$ cat src/rtl/zbritesi48_sekuencial.sv
// Two-cycle 48-bit subtractor: one shared 24-bit add-with-complement slice
// computes the low half, then the high half with the low-half borrow chained in.

module zbritesi48_slice #(
    parameter int HALF = 24
) (
    input  logic [HALF-1:0] x,
    input  logic [HALF-1:0] y,
    input  logic            bin,
    output logic [HALF-1:0] d,
    output logic            bout
);
    logic [HALF:0] sum;

    // x - y - bin computed as x + ~y + ~bin; carry-out low means a borrow occurred
    always_comb begin
        sum  = {1'b0, x} + {1'b0, ~y} + {{HALF{1'b0}}, ~bin};
        d    = sum[HALF-1:0];
        bout = ~sum[HALF];
    end
endmodule

module zbritesi48_sekuencial #(
    parameter int WIDTH = 48
) (
    input  logic             Clock,
    input  logic             Reset,
    input  logic             Start,
    input  logic [WIDTH-1:0] A,
    input  logic [WIDTH-1:0] B,
    input  logic             BIN,
    output logic             Ready,
    output logic [WIDTH-1:0] Diferenca,
    output logic             BorrowOut,
    output logic             Zero,
    output logic             Negative,
    output logic             Overflow,
    output logic             Done
);
    localparam int HALF = WIDTH / 2;
    localparam int MSB  = WIDTH - 1;

    typedef enum logic [1:0] {IDLE, LOW, HIGH, DONE} state_t;

    state_t           state_q, state_d;
    logic [WIDTH-1:0] a_q, a_d, b_q, b_d;
    logic             bin_q, bin_d;
    logic             borrow_q, borrow_d;
    logic [HALF-1:0]  dlo_q, dlo_d;
    logic [WIDTH-1:0] dif_q, dif_d;
    logic             bout_q, bout_d;
    logic             zero_q, zero_d;
    logic             neg_q, neg_d;
    logic             ovf_q, ovf_d;
    logic             done_q, done_d;

    logic             sel_hi;
    logic [HALF-1:0]  sl_x, sl_y, sl_d;
    logic             sl_bin, sl_bout;
    logic [WIDTH-1:0] res;

    // The single slice is steered to the high half only while in HIGH
    always_comb begin
        sel_hi = (state_q == HIGH);
        sl_x   = sel_hi ? a_q[WIDTH-1:HALF] : a_q[HALF-1:0];
        sl_y   = sel_hi ? b_q[WIDTH-1:HALF] : b_q[HALF-1:0];
        sl_bin = sel_hi ? borrow_q : bin_q;
    end

    zbritesi48_slice #(.HALF(HALF)) u_slice (
        .x    (sl_x),
        .y    (sl_y),
        .bin  (sl_bin),
        .d    (sl_d),
        .bout (sl_bout)
    );

    always_comb begin
        state_d  = state_q;
        a_d      = a_q;
        b_d      = b_q;
        bin_d    = bin_q;
        borrow_d = borrow_q;
        dlo_d    = dlo_q;
        dif_d    = dif_q;
        bout_d   = bout_q;
        zero_d   = zero_q;
        neg_d    = neg_q;
        ovf_d    = ovf_q;
        done_d   = 1'b0;
        res      = {sl_d, dlo_q};
        case (state_q)
            IDLE: begin
                if (Start) begin
                    a_d     = A;
                    b_d     = B;
                    bin_d   = BIN;
                    state_d = LOW;
                end
            end
            LOW: begin
                dlo_d    = sl_d;
                borrow_d = sl_bout;
                state_d  = HIGH;
            end
            HIGH: begin
                // Result and flags are committed together from the full new value
                dif_d   = res;
                bout_d  = sl_bout;
                zero_d  = (res == '0);
                neg_d   = res[MSB];
                ovf_d   = (a_q[MSB] != b_q[MSB]) && (res[MSB] != a_q[MSB]);
                done_d  = 1'b1;
                state_d = DONE;
            end
            DONE:    state_d = IDLE;
            default: state_d = IDLE;
        endcase
    end

    always_ff @(posedge Clock) begin
        if (Reset) begin
            state_q  <= IDLE;
            a_q      <= '0;
            b_q      <= '0;
            bin_q    <= 1'b0;
            borrow_q <= 1'b0;
            dlo_q    <= '0;
            dif_q    <= '0;
            bout_q   <= 1'b0;
            zero_q   <= 1'b0;
            neg_q    <= 1'b0;
            ovf_q    <= 1'b0;
            done_q   <= 1'b0;
        end else begin
            state_q  <= state_d;
            a_q      <= a_d;
            b_q      <= b_d;
            bin_q    <= bin_d;
            borrow_q <= borrow_d;
            dlo_q    <= dlo_d;
            dif_q    <= dif_d;
            bout_q   <= bout_d;
            zero_q   <= zero_d;
            neg_q    <= neg_d;
            ovf_q    <= ovf_d;
            done_q   <= done_d;
        end
    end

    assign Ready     = (state_q == IDLE);
    assign Diferenca = dif_q;
    assign BorrowOut = bout_q;
    assign Zero      = zero_q;
    assign Negative  = neg_q;
    assign Overflow  = ovf_q;
    assign Done      = done_q;
endmodule
$ cat config.mk
export PLATFORM = sky130hd
export DESIGN_NAME = zbritesi48_sekuencial
export DESIGN_NICKNAME = d
export VERILOG_FILES = /design/src/rtl/zbritesi48_sekuencial.sv
export SDC_FILE = /design/constraint.sdc
export NUM_CORES = 1
export LEC_CHECK = 0
export ABC_AREA = 1
export CAP_MARGIN = 20
export CORE_ASPECT_RATIO = 1.5
export CORE_MARGIN = 2
export CORE_UTILIZATION = 53
export DETAILED_ROUTE_END_ITERATION = 12
export GPL_TIMING_DRIVEN = 0
export PLACE_DENSITY = 0.9
export SKIP_CTS_REPAIR_TIMING = 1
export SYNTH_ARGS = -nofsm -noshare
export SYNTH_HDL_FRONTEND = slang
export SYNTH_SLANG_ARGS = --single-unit
$ cat constraint.sdc
create_clock -name Clock -period 7.1 [get_ports Clock]
set_input_delay 1.42 -clock Clock [delete_from_list [all_inputs] [get_ports Clock]]
set_output_delay 1.42 -clock Clock [all_outputs]
set_load 0.05 [all_outputs]
==> impl_metrics.csv <==
group,metric,value,unit
outcome,outcome,"finished clean",
place,placed_cell_area,10400,sq um
routing,first_pass_iters,6,
hold_path,hold_end,"a_q[23]$_SDFFE_PP0P_",
hold_path,hold_path_depth,2,
yosys,synthCells,1255,
critical_path,r2r-start,"state_q[0]$_SDFFE_PP0P_",
clock_tree,clock_latency,0.43,ns
global_route,grt_max_degree,17,
floorplan,initial_core_util,0.543,
timing,final_hold_viol_count,0,
routing,ant_nets,0,
critical_path,path_class,"flip-flop to flip-flop",
routing,drc,0,
routing,wl_per_cell,15.4,um
layout,diodes,0,
routing,dr_total_vias,8771,
critical_path,cp.arrival,5.06,ns
yosys,muxShareOfSynthArea,0.0269,
global_route,grt_pass1_wl,41.0,mm
floorplan,rows,56,
timing,setup_viol_count_final,0,
layout,area_delta_synth_final,27.8,%
routing,drtIter0Drc,591,
timing,tns,0,ns
floorplan,core,15800,sq um
timing,fin_crit,4.69,ns
timing,tightest_slew,0.819,ns
floorplan,die-area,17200,sq um
critical_path,ff2ff_path_depth,23,
timing,skew,0.00912,ns
clock_tree,clockBufferDepth,2,
critical_path,rrSetupSlack,2.41,ns
layout,drive_gt1_frac,0.0465,
timing,slew_headroom,0.454,
floorplan,die_w,108,um
global_route,grt_overflow,0,
run,cap_violations,0,
floorplan,die_y,160,um
yosys,synth_cell_type_count,32,
yosys,synthAdderAreaFrac,0.0426,
timing,slew_viol_final,0,
layout,num-nets-final,1555,
yosys,ys_seq_elements,176,
place,gp_congestion,0.954,
place,io_buffers,153,
critical_path,required,7.47,ns
clock_tree,cts_tree,"built",
timing,finalCritPeriodShare,0.660,
yosys,yosys_warnings,0,
routing,routed_wl,25.4,mm
yosys,synthesis.nets,1383,
clock_tree,cts_buffers,17,
yosys,ys_top_cells_by_area,"dfxtp_1, nor2_1, nand2_1",
routing,viasPerCell,5.34,
layout,final_util,0.694,
yosys,synth_simple_gate_area_share,0.291,
yosys,yosys.area.top_type_share,0.411,
global_route,grt_antenna_before_repair,0,
yosys,synth_top_family_by_area,"simple AND/OR/NAND/NOR gates",
global_route,grt_pass1_vias,8803,
critical_path,crit_start,"state_q[0]$_SDFFE_PP0P_",
hold_path,min_from,"a_q[23]$_SDFFE_PP0P_",
global_route,grt_usage,0.300,
timing,fmax,213,MHz
yosys,synth_compound_area_frac,0.142,
timing,rsz0062_at_grt,"no",
clock_tree,clock-sinks,176,
yosys,synth_top_cell_by_area,"dfxtp_1",
critical_path,crit_path_end_kind,"flip-flop",
yosys,synth_area,8570,sq um
clock_tree,clkTransAtPathRegs,0.07,ns
yosys,seq_area_frac_synth,0.411,
clock_tree,ctsHtreeMaxLevel,4,
critical_path,worstSetupStartpointType,"flip-flop",
yosys,synth-xor-area-share,0.00204,
critical_path,r2r_end,"Zero$_SDFFE_PP0P_",
place,hpwl,20.0,mm
hold_path,min_path_type,"flip-flop to flip-flop",
yosys,postSynthAreaPerCell,6.83,sq um
clock_tree,cts_root_buffer,"clkbuf_16",
critical_path,critPathMaxFanout,10,
layout,finish.instance_area,10900,sq um
floorplan,ios,154,
kinds of logic after synthesis:
logic type	Yosys count
muxes	23
DFF	176
AOI/OAI and AO/OA	221
xor gates and xnor gates	2
and+or+nand+nor	615
buffers and inverters	190
adders and majority gates	28
cell type report:
cell class | count | area [sq um]
fill | 1315 | 4820
multi-input combinational | 889 | 4320
sequential | 176 | 3520
timing repair buffer | 153 | 1530
inverter | 124 | 465
clock buffer | 20 | 447
buffer | 66 | 256
tap | 203 | 254
clock inverter | 12 | 148
worst max-delay path by stage:
stage	end	slack (ns)	cells after the start
after floorplan	Zero$_SDFFE_PP0P_	3.92	23
after global placement	Zero$_SDFFE_PP0P_	2.67	23
after detailed placement	Zero$_SDFFE_PP0P_	2.63	23
after CTS	Zero$_SDFFE_PP0P_	2.60	23
after global routing	Zero$_SDFFE_PP0P_	2.18	23
final	Zero$_SDFFE_PP0P_	2.41	23
sequential cells by signal, indices dropped and copies added (netlist names):
signal / flops
BorrowOut: 1
bin_q: 1
Zero: 1
dlo_q: 24
state_q: 2
Overflow: 1
Done: 1
borrow_q: 1
Diferenca: 48
a_q: 48
b_q: 48
through the flow:
step / hold WS, ns / setup slack (ns) / std cells
6_report: 0.460 / 2.41 / 1643
5_1_grt: 0.483 / 2.18 / 1643
3_3_place_gp: 0.437 / 2.67 / 1611
2_1_floorplan: 0.425 / 3.92 / 1255
4_1_cts: 0.457 / 2.60 / 1643
3_5_place_dp: 0.448 / 2.63 / 1611
placed cells by master, fill, tap and decap left out, types with 2 or more instances in the layout:
cell,count
inv_2,6
nor3_2,2
nand3_1,30
nor2_1,289
nand4_1,7
nor2_2,4
clkdlybuf4s50_1,153
nand3_2,3
inv_6,4
o21ai_0,143
nand2_1,256
a21oi_2,3
nand2_2,12
o21bai_1,2
clkinv_4,3
buf_1,10
a21oi_1,34
ha_1,26
clkbuf_16,17
clkinvlp_4,2
buf_4,2
nor3_1,2
clkbuf_1,55
nand3b_1,6
nor2_4,3
o211ai_1,36
inv_1,117
a31oi_1,2
fa_1,2
mux2i_1,23
dfxtp_1,176
bufinv_16,2
worst max-delay path: stages (launching register included):
cell	delay (ns)
dfxtp_1	0.32
inv_1	0.10
ha_1	0.19
clkbuf_1	0.58
clkbuf_1	0.40
clkbuf_1	0.54
nand2_1	0.11
nand2_1	0.14
fa_1	0.17
inv_1	0.07
fa_1	0.43
nand2_1	0.10
nand2_1	0.10
nand3_2	0.09
nand2_2	0.11
nand2_1	0.08
nand2_1	0.13
nor2_1	0.14
nand2_1	0.06
nor2_1	0.19
nand3_1	0.10
nor2_1	0.10
nand3_1	0.20
a21oi_2	0.17
synth_stat cells, drive strengths merged:
master / instances
nor2: 296
nand2: 268
dfxtp: 176
o21ai: 143
inv: 123
clkbuf: 53
a21oi: 37
o211ai: 36
nand3: 33
ha: 26
mux2i: 23
buf: 13
nand4: 8
nand3b: 6
nor3: 4
a31oi: 2
fa: 2
o21bai: 2
a221oi: 1
clkinv: 1
xnor2: 1
xor2: 1
per-layer routing:
metal / part of all wire / global-route usage
met1: 0.37 / 0.314
met2: 0.51 / 0.541
met3: 0.056 / 0.0437
met4: 0.061 / 0.200
met5: 0 / 0
Power is left out: the tool's default activity adds up to more than one toggle a clock period on the data nets, which glitch-free logic cannot reach.
